**src/rtl/xadc_pkg.sv**
```systemverilog
// Shared types and constants for the XADC DRP sample reader.
package xadc_pkg;

  localparam int DRP_ADDR_W = 7;

  // Auxiliary analog inputs VAUX0..VAUX15 start at this DRP status address.
  localparam logic [DRP_ADDR_W-1:0] AUX_BASE_ADDR = 7'h10;

  typedef struct packed {
    logic [4:0]  chan;
    logic [11:0] value;
  } xadc_sample_t;

  localparam int SAMPLE_W = $bits(xadc_sample_t);

  typedef enum logic [1:0] {
    ST_IDLE,
    ST_REQ,
    ST_WAIT,
    ST_PUSH
  } rd_state_t;

  // XADC status registers map one-to-one onto channel numbers.
  function automatic logic [DRP_ADDR_W-1:0] drp_addr_of(input logic [4:0] chan);
    return {2'b00, chan};
  endfunction

  // Event counters stick at 255 instead of wrapping.
  function automatic logic [7:0] sat_inc(input logic [7:0] v);
    return (v == 8'hFF) ? v : v + 8'd1;
  endfunction

endpackage

```
**src/rtl/xadc_drp_reader_if.sv**
```systemverilog
// DRP read port plus the valid/ready sample stream towards the AXI side.
interface xadc_drp_reader_if;
  import xadc_pkg::*;

  logic                  drp_den;
  logic                  drp_dwe;
  logic [DRP_ADDR_W-1:0] drp_daddr;
  logic                  drp_drdy;
  logic [15:0]           drp_do;

  logic                  s_valid;
  logic                  s_ready;
  xadc_sample_t          s_data;

  // Reader side: issues DRP reads and sources the sample stream.
  modport master (
    output drp_den, drp_dwe, drp_daddr, s_valid, s_data,
    input  drp_drdy, drp_do, s_ready
  );

  // XADC / consumer side.
  modport slave (
    input  drp_den, drp_dwe, drp_daddr, s_valid, s_data,
    output drp_drdy, drp_do, s_ready
  );
endinterface

```
**src/rtl/xadc_sample_fifo.sv**
```systemverilog
// Synchronous FIFO; a push into a full FIFO is accepted when a pop
// happens in the same cycle.
module xadc_sample_fifo #(
  parameter int DEPTH = 16,
  parameter int WIDTH = 17
) (
  input  logic             clk,
  input  logic             rst_n,
  input  logic             push_i,
  input  logic [WIDTH-1:0] data_i,
  input  logic             pop_i,
  output logic [WIDTH-1:0] data_o,
  output logic             full_o,
  output logic             empty_o
);

  localparam int AW = $clog2(DEPTH);

  logic [WIDTH-1:0] mem_q [DEPTH];
  logic [AW-1:0]    wr_ptr_q, rd_ptr_q;
  logic [AW:0]      count_q;
  logic             do_push, do_pop;

  assign empty_o = (count_q == '0);
  assign full_o  = (count_q == (AW + 1)'(DEPTH));
  assign do_pop  = pop_i && !empty_o;
  assign do_push = push_i && (!full_o || do_pop);
  assign data_o  = mem_q[rd_ptr_q];

  // Storage write.
  // NOTE: the array has no reset; emptiness is tracked by count_q alone, so
  // stale contents are never visible and the array can map onto plain RAM.
  always_ff @(posedge clk) begin
    if (do_push) mem_q[wr_ptr_q] <= data_i;
  end

  // Pointers wrap naturally because DEPTH is a power of two.
  // NOTE: non-blocking assignments let every register sample the pre-edge
  // values regardless of statement order, matching real flops.
  always_ff @(posedge clk or negedge rst_n) begin
    if (!rst_n) begin
      wr_ptr_q <= '0;
      rd_ptr_q <= '0;
      count_q  <= '0;
    end else begin
      if (do_push) wr_ptr_q <= wr_ptr_q + 1'b1;
      if (do_pop)  rd_ptr_q <= rd_ptr_q + 1'b1;
      case ({do_push, do_pop})
        2'b10:   count_q <= count_q + 1'b1;
        2'b01:   count_q <= count_q - 1'b1;
        default: count_q <= count_q;
      endcase
    end
  end

endmodule

```
**src/rtl/xadc_drp_reader.sv**
```systemverilog
// Reads each converted XADC channel over DRP on end-of-conversion and queues
// {channel, sample} for the AXI register side. One eoc can be held pending
// while a read is in progress; further ones are counted as missed.
module xadc_drp_reader
  import xadc_pkg::*;
#(
  parameter int DEPTH   = 16,
  parameter int TIMEOUT = 64
) (
  input  logic                   clk,
  input  logic                   rst_n,
  input  logic                   eoc,
  input  logic [4:0]             channel,
  input  logic                   clr_cnt,
  output logic [7:0]             overflow_cnt,
  output logic [7:0]             missed_cnt,
  output logic [7:0]             timeout_cnt,
  xadc_drp_reader_if.master      bus
);

  localparam int WAIT_W = (TIMEOUT > 1) ? $clog2(TIMEOUT) : 1;
  localparam logic [WAIT_W-1:0] WAIT_LAST = WAIT_W'(TIMEOUT - 1);

  rd_state_t         state_q, state_d;
  logic [4:0]        chan_q, chan_d;
  logic [11:0]       sample_q, sample_d;
  logic [WAIT_W-1:0] wait_q, wait_d;
  logic              pending_q, pending_d;
  logic [4:0]        pend_chan_q, pend_chan_d;
  logic [7:0]        overflow_q, missed_q, timeout_q;

  logic              push, pop, fifo_full, fifo_empty;
  logic              missed_inc, timeout_inc, overflow_inc;
  xadc_sample_t      push_data, pop_data;

  // Next-state, capture and pending-eoc bookkeeping.
  // NOTE: every signal written here gets a default first, so no path through
  // the case leaves one unassigned and no latch is inferred.
  always_comb begin
    state_d     = state_q;
    chan_d      = chan_q;
    sample_d    = sample_q;
    wait_d      = wait_q;
    pending_d   = pending_q;
    pend_chan_d = pend_chan_q;
    push        = 1'b0;
    missed_inc  = 1'b0;
    timeout_inc = 1'b0;

    unique case (state_q)
      ST_IDLE: begin
        if (pending_q) begin
          // Older request first; a fresh eoc takes its place in the pending slot.
          state_d     = ST_REQ;
          chan_d      = pend_chan_q;
          pending_d   = eoc;
          pend_chan_d = eoc ? channel : pend_chan_q;
        end else if (eoc) begin
          state_d = ST_REQ;
          chan_d  = channel;
        end
      end
      ST_REQ: begin
        state_d = ST_WAIT;
        wait_d  = '0;
      end
      ST_WAIT: begin
        if (bus.drp_drdy) begin
          sample_d = bus.drp_do[15:4];
          state_d  = ST_PUSH;
        end else if (wait_q == WAIT_LAST) begin
          timeout_inc = 1'b1;
          state_d     = ST_IDLE;
        end else begin
          wait_d = wait_q + 1'b1;
        end
      end
      ST_PUSH: begin
        push    = 1'b1;
        state_d = ST_IDLE;
      end
      default: state_d = ST_IDLE;
    endcase

    // eoc while busy: keep only the newest channel.
    if (eoc && (state_q != ST_IDLE)) begin
      missed_inc  = pending_q;
      pending_d   = 1'b1;
      pend_chan_d = channel;
    end
  end

  // FSM state and capture registers.
  always_ff @(posedge clk or negedge rst_n) begin
    if (!rst_n) begin
      state_q     <= ST_IDLE;
      chan_q      <= '0;
      sample_q    <= '0;
      wait_q      <= '0;
      pending_q   <= 1'b0;
      pend_chan_q <= '0;
    end else begin
      state_q     <= state_d;
      chan_q      <= chan_d;
      sample_q    <= sample_d;
      wait_q      <= wait_d;
      pending_q   <= pending_d;
      pend_chan_q <= pend_chan_d;
    end
  end

  // Saturating event counters; clear wins over a same-cycle increment.
  always_ff @(posedge clk or negedge rst_n) begin
    if (!rst_n) begin
      overflow_q <= '0;
      missed_q   <= '0;
      timeout_q  <= '0;
    end else if (clr_cnt) begin
      overflow_q <= '0;
      missed_q   <= '0;
      timeout_q  <= '0;
    end else begin
      if (overflow_inc) overflow_q <= sat_inc(overflow_q);
      if (missed_inc)   missed_q   <= sat_inc(missed_q);
      if (timeout_inc)  timeout_q  <= sat_inc(timeout_q);
    end
  end

  assign pop          = bus.s_valid && bus.s_ready;
  assign overflow_inc = push && fifo_full && !pop;
  assign push_data    = '{chan: chan_q, value: sample_q};

  xadc_sample_fifo #(
    .DEPTH (DEPTH),
    .WIDTH (SAMPLE_W)
  ) u_fifo (
    .clk     (clk),
    .rst_n   (rst_n),
    .push_i  (push),
    .data_i  (push_data),
    .pop_i   (pop),
    .data_o  (pop_data),
    .full_o  (fifo_full),
    .empty_o (fifo_empty)
  );

  // Outputs decode straight from state so reset clears them immediately.
  assign bus.drp_den   = (state_q == ST_REQ);
  assign bus.drp_dwe   = 1'b0;
  assign bus.drp_daddr = (state_q == ST_REQ) ? drp_addr_of(chan_q) : '0;
  assign bus.s_valid   = !fifo_empty;
  assign bus.s_data    = pop_data;

  assign overflow_cnt  = overflow_q;
  assign missed_cnt    = missed_q;
  assign timeout_cnt   = timeout_q;

endmodule
```
**src/flat_wrapper.sv**
```systemverilog
// flat-port wrapper written by rule: the top's interface ports become plain ports
module xadc_drp_reader_flat import xadc_pkg::*;
#(
  parameter int DEPTH   = 16,
  parameter int TIMEOUT = 64
)
  (clk, rst_n, eoc, channel, clr_cnt, overflow_cnt, missed_cnt, timeout_cnt, bus_drp_den, bus_drp_dwe, bus_drp_daddr, bus_s_valid, bus_s_data, bus_drp_drdy, bus_drp_do, bus_s_ready);
  xadc_drp_reader_if bus_i ();
  input  logic clk;
  input  logic rst_n;
  input  logic eoc;
  input  logic [4:0] channel;
  input  logic clr_cnt;
  output logic [7:0] overflow_cnt;
  output logic [7:0] missed_cnt;
  output logic [7:0] timeout_cnt;
  output wire logic [$bits(bus_i.drp_den)-1:0] bus_drp_den;
  output wire logic [$bits(bus_i.drp_dwe)-1:0] bus_drp_dwe;
  output wire logic [$bits(bus_i.drp_daddr)-1:0] bus_drp_daddr;
  output wire logic [$bits(bus_i.s_valid)-1:0] bus_s_valid;
  output wire logic [$bits(bus_i.s_data)-1:0] bus_s_data;
  input wire logic [$bits(bus_i.drp_drdy)-1:0] bus_drp_drdy;
  input wire logic [$bits(bus_i.drp_do)-1:0] bus_drp_do;
  input wire logic [$bits(bus_i.s_ready)-1:0] bus_s_ready;
  assign bus_drp_den = bus_i.drp_den;
  assign bus_drp_dwe = bus_i.drp_dwe;
  assign bus_drp_daddr = bus_i.drp_daddr;
  assign bus_s_valid = bus_i.s_valid;
  assign bus_s_data = bus_i.s_data;
  assign bus_i.drp_drdy = bus_drp_drdy;
  assign bus_i.drp_do = bus_drp_do;
  assign bus_i.s_ready = bus_s_ready;
  xadc_drp_reader #(.DEPTH(DEPTH), .TIMEOUT(TIMEOUT)) u_core (.clk(clk), .rst_n(rst_n), .eoc(eoc), .channel(channel), .clr_cnt(clr_cnt), .overflow_cnt(overflow_cnt), .missed_cnt(missed_cnt), .timeout_cnt(timeout_cnt), .bus(bus_i));
endmodule
```
**config.mk**
```make
export PLATFORM = sky130hd
export DESIGN_NAME = xadc_drp_reader_flat
export DESIGN_NICKNAME = d
export VERILOG_FILES = /design/src/rtl/xadc_pkg.sv /design/src/rtl/xadc_drp_reader_if.sv /design/src/rtl/xadc_sample_fifo.sv /design/src/rtl/xadc_drp_reader.sv /design/src/flat_wrapper.sv
export SDC_FILE = /design/constraint.sdc
export NUM_CORES = 1
export LEC_CHECK = 0
export CORE_MARGIN = 4
export CORE_UTILIZATION = 54
export DETAILED_ROUTE_END_ITERATION = 8
export PLACE_DENSITY_LB_ADDON = 0.15
export SLEW_MARGIN = 25
export SYNTH_ARGS = -nofsm -noshare
export SYNTH_HDL_FRONTEND = slang
export SYNTH_SLANG_ARGS = --single-unit
```
**constraint.sdc**
```tcl
create_clock -name clk -period 2 [get_ports clk]
set_input_delay 0.6 -clock clk [delete_from_list [all_inputs] [get_ports clk]]
set_output_delay 0.6 -clock clk [all_outputs]
set_load 0.03 [all_outputs]
```
==> results.yml, run 1 <==
sta:
  slew_violations: 0
  fin_crit_ps: 2900
  min_period_over_period_pct: 145
  setup_ws_ps: -897
  holdWs_ps: 110
  finalSetupTns_ps: -25650
  hold_violations: 0
  rsz0062_at_grt: "yes"
  max_freq_mhz: 345
  setup-violations-final: 158
  finalClockSkew_ps: 25.5
  relSlewSlack_pct: 56.1
  worst_pin_slew_ps: 658
floorplanning:
  io-pin-count: 78
  rows: 58
  die_h_um: 168
  die_x_um: 168
  start_util_pct: 54.8
  dieArea_um2: 28100
  coreArea_um2: 25100
job:
  maxCapViolations: 0
logic_synthesis:
  synthCells: 766
  synth_fa_ha_area_share_pct: 0.909
  yosysWarningCount: 0
  synth-compound-area-share_pct: 5.58
  netlist.area_leader.share_pct: 59.3
  synth_top_family_by_area: "multiplexers"
  synthArstFlopShare_pct: 20.0
  muxShareOfSynthArea_pct: 13.2
  synth-simple-area-share_pct: 5.90
  syn_avg_cell_area_um2: 18.0
  syn-cell-area_um2: 13800
  yosysTopAreaCell: "edfxtp_1"
  yosysUniqueCellTypes: 58
  yosys_register_bits: 340
  synth_edf_count: 272
  ys.flop_type: "edfxtp_1"
  synth_area_leaders: "edfxtp_1 59%, dfrtp_1 12%, mux4_2 11%"
  synth_xor_area_share_pct: 0.954
  seq_area_frac_synth_pct: 71.7
critical_path:
  rr_worst_depth: 9
  end_kind: "output port"
  cp.required_ps: 1400
  worstPathArrival_ps: 2300
  cp_max_fo: 8
  crit_path_start_kind: "flip-flop"
  crit_type: "reg -> out"
finish:
  n_antenna_cell: 0
  drive_above_1_share_pct: 40.7
  fin_nets: 994
  area_delta_synth_final_pct: 28.6
cts:
  clk_latency_ps: 520
  clk_path_buf_depth: 3
  cts_max_level: 2
  cts_tree: "done"
  clkTransAtPathRegs_ps: 60
  cts.sinks: 340
  ctsRootBufferMaster: "clkbuf_16"
  cts_made_buffers: 35
  cts_hold_buf: 0
detailed_routing:
  drtPass1Iterations: 5
  drtIter0Drc: 720
  routedWlPerCell_um: 25.8
  drc: 0
  antenna_left: 0
  vias_per_cell: 6.17
  totalWireLength_um: 33900
  num_vias: 8090
placement:
  io_buffers: 70
  hpwl_um: 18500
  gp_congestion: 0.898
pwr:
  vdd_drop_max_mv: 1.25
  power_mw: 26.1
  p_leak_nw: 6.32
  cellPowerDensity_nw_per_um2: 1480
min_path:
  min_path_type: "in -> async"
global_routing:
  overflow: 0
  antenna_found_initial: 0
  grt_pass1_wl_um: 48400
  grt_start_max_net_pins: 69
  grt_pass1_vias: 8259
  grt_use_total_pct: 22.3
status:
  status: "complete, but fails checks"
  violations: "negative setup slack"
## stage by stage
stage                     std cells  instance area, µm²  setup WS [ps]  util (%)
after floorplan                 768               14100           -132         -
after global placement         1208               15800           -672      62.7
after detailed placement       1208               15800           -739      62.7
after CTS                      1287               17100           -924      68.1
after global routing           1312               17700           -959      70.5
final                          1312               17700           -897      70.5
## power breakdown
part	switching [mW]	internal, mW	total [mW]
Clock	2.62	3.36	5.99
Combinational	4.97	4.94	9.91
Sequential	1.06	9.18	10.2
Total	8.65	17.5	26.1
## cell usage in the layout, fill, tap and decap left out, types with 21 or more instances in the layout
master and instances:
a21oi_1 25, a22oi_2 32, and2_4 21, buf_12 28, buf_4 66, buf_6 38, clkbuf_16 47, dfrtp_1 62
edfxtp_1 272, mux4_2 68
## worst max-delay path: stages (launching register included)
cell and delay [ps]:
dfrtp_4 490, clkbuf_16 170, clkbuf_16 170, mux4_2 530, a22oi_2 160, nand2_2 110
buf_6 160
## cells by family (layout without fill, tap and decap cells)
logic type                 after synthesis  after routing
DFF                                    340            340
and+or+nand+nor                        141            145
AOI/OAI and AO/OA                      111            111
muxes                                   94             94
buffers and inverters                   54            264
xor gates and xnor gates                15             15
adders and majority gates               10             10
other                                    1              3
## cells in the mapped netlist, drive strengths merged, types with 2 or more instances
cell / instances
a21o: 3
o211ai: 2
nand4: 6
or2: 2
buf: 22
xor2: 7
a2111oi: 2
mux4: 68
nand3: 13
inv: 7
or4: 10
clkbuf: 25
mux2: 19
nor3: 6
mux2i: 7
and4: 7
nand2: 35
xnor2: 8
a22oi: 36
a22o: 3
o21ai: 14
edfxtp: 272
or3: 8
a21oi: 26
dfrtp: 68
a211oi: 2
ha: 10
o31ai: 9
nand3b: 2
and3b: 3
nor2: 15
nor2b: 7
and2: 19
o41ai: 5
nor4: 2
o2111ai: 4
## metal layers
metal	up-vias	GRT usage (%)	part of all wire [%]
li1	3491	-	-
met1	4202	31.9	39
met2	341	37.1	52
met3	56	3.42	6.6
met4	0	4.90	2.0
met5	-	0	0
## final timing paths
kind,from,end,slack (ps)
hold / removal,rst_n,u_core.overflow_cnt[5],110
setup reg to reg,u_core.u_fifo.count_q[4],u_core.u_fifo.count_q[4],-150
max in group asynchronous,rst_n,u_core.state_q[0],1530
setup / recovery,u_core.u_fifo.rd_ptr_q[0],bus_s_data[13],-900
min in group clk,u_core.pend_chan_q[1],u_core.pend_chan_q[1],510
hold reg to reg,u_core.pend_chan_q[1],u_core.pend_chan_q[1],510
## flip-flops by register name, summed over array words and instances, names as in the netlist
name	cells
u_core.sample_q	12
u_core.pending_q	1
u_core.u_fifo.rd_ptr_q	4
u_core.u_fifo.count_q	5
u_core.u_fifo.wr_ptr_q	4
u_core.overflow_cnt	8
u_core.wait_q	6
u_core.pend_chan_q	5
u_core.chan_q	5
u_core.timeout_cnt	8
u_core.state_q	2
u_core.missed_cnt	8
u_core.u_fifo.mem_q	272
## area by class of cell
cell class                      count  area [µm²]
Multi-Input combinational cell    378        4080
Fill cell                        1584        7400
Clock buffer                       43         906
Sequential cell                   340        9880
Timing Repair Buffer              195        2280
Tap cell                          330         413
Inverter                            7        26.3
Clock inverter                     19         126
## repair_timing
| item | 4_1_cts | 5_1_grt |
|---|---|---|
| pin swaps | 14 | 30 |
| setup buffers | 16 | 14 |
| setup endpoints to repair | 136 | 262 |
| gates cloned | 1 | 16 |
| gates resized for setup | 90 | 100 |
No activity file was read; power rests on OpenSTA's default activity.
==> run 2: changes to the inputs <==
GPL_TIMING_DRIVEN = 0   (was unset)
SETUP_SLACK_MARGIN = 0.02   (was unset)
==> results.yml, run 2 (synthesis gave the netlist of run 1 again) <==
status:
  status: "complete, but fails checks"
  violations: "negative setup slack"
detailed_routing:
  antenna_left: 0
  num_vias: 7929
  drc: 0
  vias_per_cell: 6.14
  drtIter0Drc: 768
  drtPass1Iterations: 5
  routedWlPerCell_um: 24.6
  totalWireLength_um: 31700
finish:
  mostFrequentLayoutCells: "272 x edfxtp_1, 68 x mux4_2, 57 x dfrtp_1"
  top_register: "u_core.u_fifo.mem_q"
  reg_top3: "u_core.u_fifo.mem_q: 272 flops, u_core.sample_q: 12 flops"
  final_common_cell: "edfxtp_1"
  largest_reg_flops: 272
  fin_area_um2: 17500
  fillers: 1624
  area_delta_synth_final_pct: 27.1
  n_antenna_cell: 0
  fin_nets: 974
  drive_above_1_share_pct: 42.5
sta:
  finalSetupTns_ps: -17560
  relSlewSlack_pct: 54.4
  max_freq_mhz: 341
  setup_ws_ps: -935
  setup-violations-final: 37
  fin_crit_ps: 2930
  hold_violations: 0
  slew_violations: 0
  worst_pin_slew_ps: 685
  min_period_over_period_pct: 147
  rsz0062_at_grt: "yes"
  finalClockSkew_ps: 19.8
floorplanning:
  rows: 58
  die_h_um: 168
  dieArea_um2: 28100
  coreArea_um2: 25100
  io-pin-count: 78
  start_util_pct: 54.8
  die_x_um: 168
cts:
  clk_path_buf_depth: 3
  clkTransAtPathRegs_ps: 70
  cts_max_level: 2
  cts_made_buffers: 35
  cts.sinks: 340
  ctsRootBufferMaster: "clkbuf_16"
  clk_latency_ps: 510
  cts_hold_buf: 0
  cts_tree: "done"
placement:
  io_buffers: 69
  hpwl_um: 18800
  gp_congestion: 0.918
  placed_cell_area_um2: 15200
global_routing:
  grt_pass1_vias: 8107
  grt_start_max_net_pins: 36
  antenna_found_initial: 0
  grt_pass1_wl_um: 47600
  overflow: 0
  grt_use_total_pct: 21.9
pwr:
  p_comb_share_pct: 37.6
  switchingPower_mw: 8.78
  seq_power_share_pct: 40.1
  vdd_drop_max_mv: 0.795
  p_leak_nw: 6.13
  power_mw: 26.0
  internal-power_mw: 17.3
  p_sw_share_pct: 33.7
  p_clk_share_pct: 22.3
  cellPowerDensity_nw_per_um2: 1490
critical_path:
  r2r-start: "u_core.state_q[0]"
  cp.required_ps: 1400
  crit_type: "reg -> out"
  crit_path_start_kind: "flip-flop"
  worstPathArrival_ps: 2330
  end_kind: "output port"
  reg2reg_to: "u_core.u_fifo.count_q[4]"
  cp_max_fo: 7
  rr_worst_depth: 11
  reg2reg_slack_ps: -260
job:
  maxCapViolations: 0
min_path:
  min_path_type: "in -> async"
## run 2: power by group through the flow
stage	clock network [mW]	registers, mW	logic (mW)
detailed placement	0	10.5	7.86
CTS	5.87	10.4	9.07
finish	5.80	10.5	9.79
floorplan	0	9.94	5.58
global placement	0	10.3	7.67
global route	6.23	10.6	10.3
## run 2: repair_timing
item	4_1_cts	5_1_grt
resized for setup	305	98
setup buffers	35	23
gates cloned	2	10
setup endpoints to repair	334	177
pin swaps	30	38
## run 2: routing by layer
metal / vias up / part of all wire (%) / GRT usage [%]
li1: 3447 / - / -
met1: 4133 / 41 / 30.9
met2: 296 / 52 / 36.6
met3: 53 / 5.6 / 3.52
met4: 0 / 2.2 / 5.05
met5: - / 0 / 0
## run 2: worst max-delay path, stage by stage, from the launching register on
cell       delay, ps
dfrtp_2          430
clkbuf_16        210
buf_12           130
mux4_2           520
a22oi_2          270
nand2_2          110
buf_6            150
## run 2: cell type report
type                            count  area, µm²  area share [%]
Timing Repair Buffer              135       1480            8.46
Clock buffer                       43        906            5.18
Multi-Input combinational cell    377       4270            24.4
Inverter                            7       26.3           0.150
Tap cell                          330        413            2.36
Sequential cell                   340       9880            56.5
Clock inverter                     18       93.8           0.536
Buffer                             41        430            2.46
## run 2: per-stage QoR
| stage | utilization (%) | std cells | hold slack (ps) | setup WS, ps |
|---|---|---|---|---|
| after floorplan | - | 768 | 304 | -132 |
| after global placement | 60.4 | 1167 | 488 | -2000 |
| after detailed placement | 60.5 | 1168 | 497 | -1250 |
| after CTS | 67.4 | 1262 | 54.5 | -906 |
| after global routing | 69.7 | 1291 | 75.6 | -1000 |
| final | 69.7 | 1291 | 49.5 | -935 |
## run 2: worst max-delay path by stage
stage / startpoint / end / slack, ps / cells past startpoint
2_1_floorplan: u_core.u_fifo.rd_ptr_q[0] / bus_s_data[10] / -130 / 5
3_3_place_gp: rst_n / u_core.sample_q[2] / -2000 / 1
3_5_place_dp: u_core.u_fifo.rd_ptr_q[2] / bus_s_data[10] / -1250 / 5
4_1_cts: u_core.u_fifo.rd_ptr_q[0] / bus_s_data[4] / -910 / 6
5_1_grt: u_core.u_fifo.rd_ptr_q[0] / bus_s_data[15] / -1000 / 6
6_report: u_core.u_fifo.rd_ptr_q[0] / bus_s_data[7] / -930 / 6
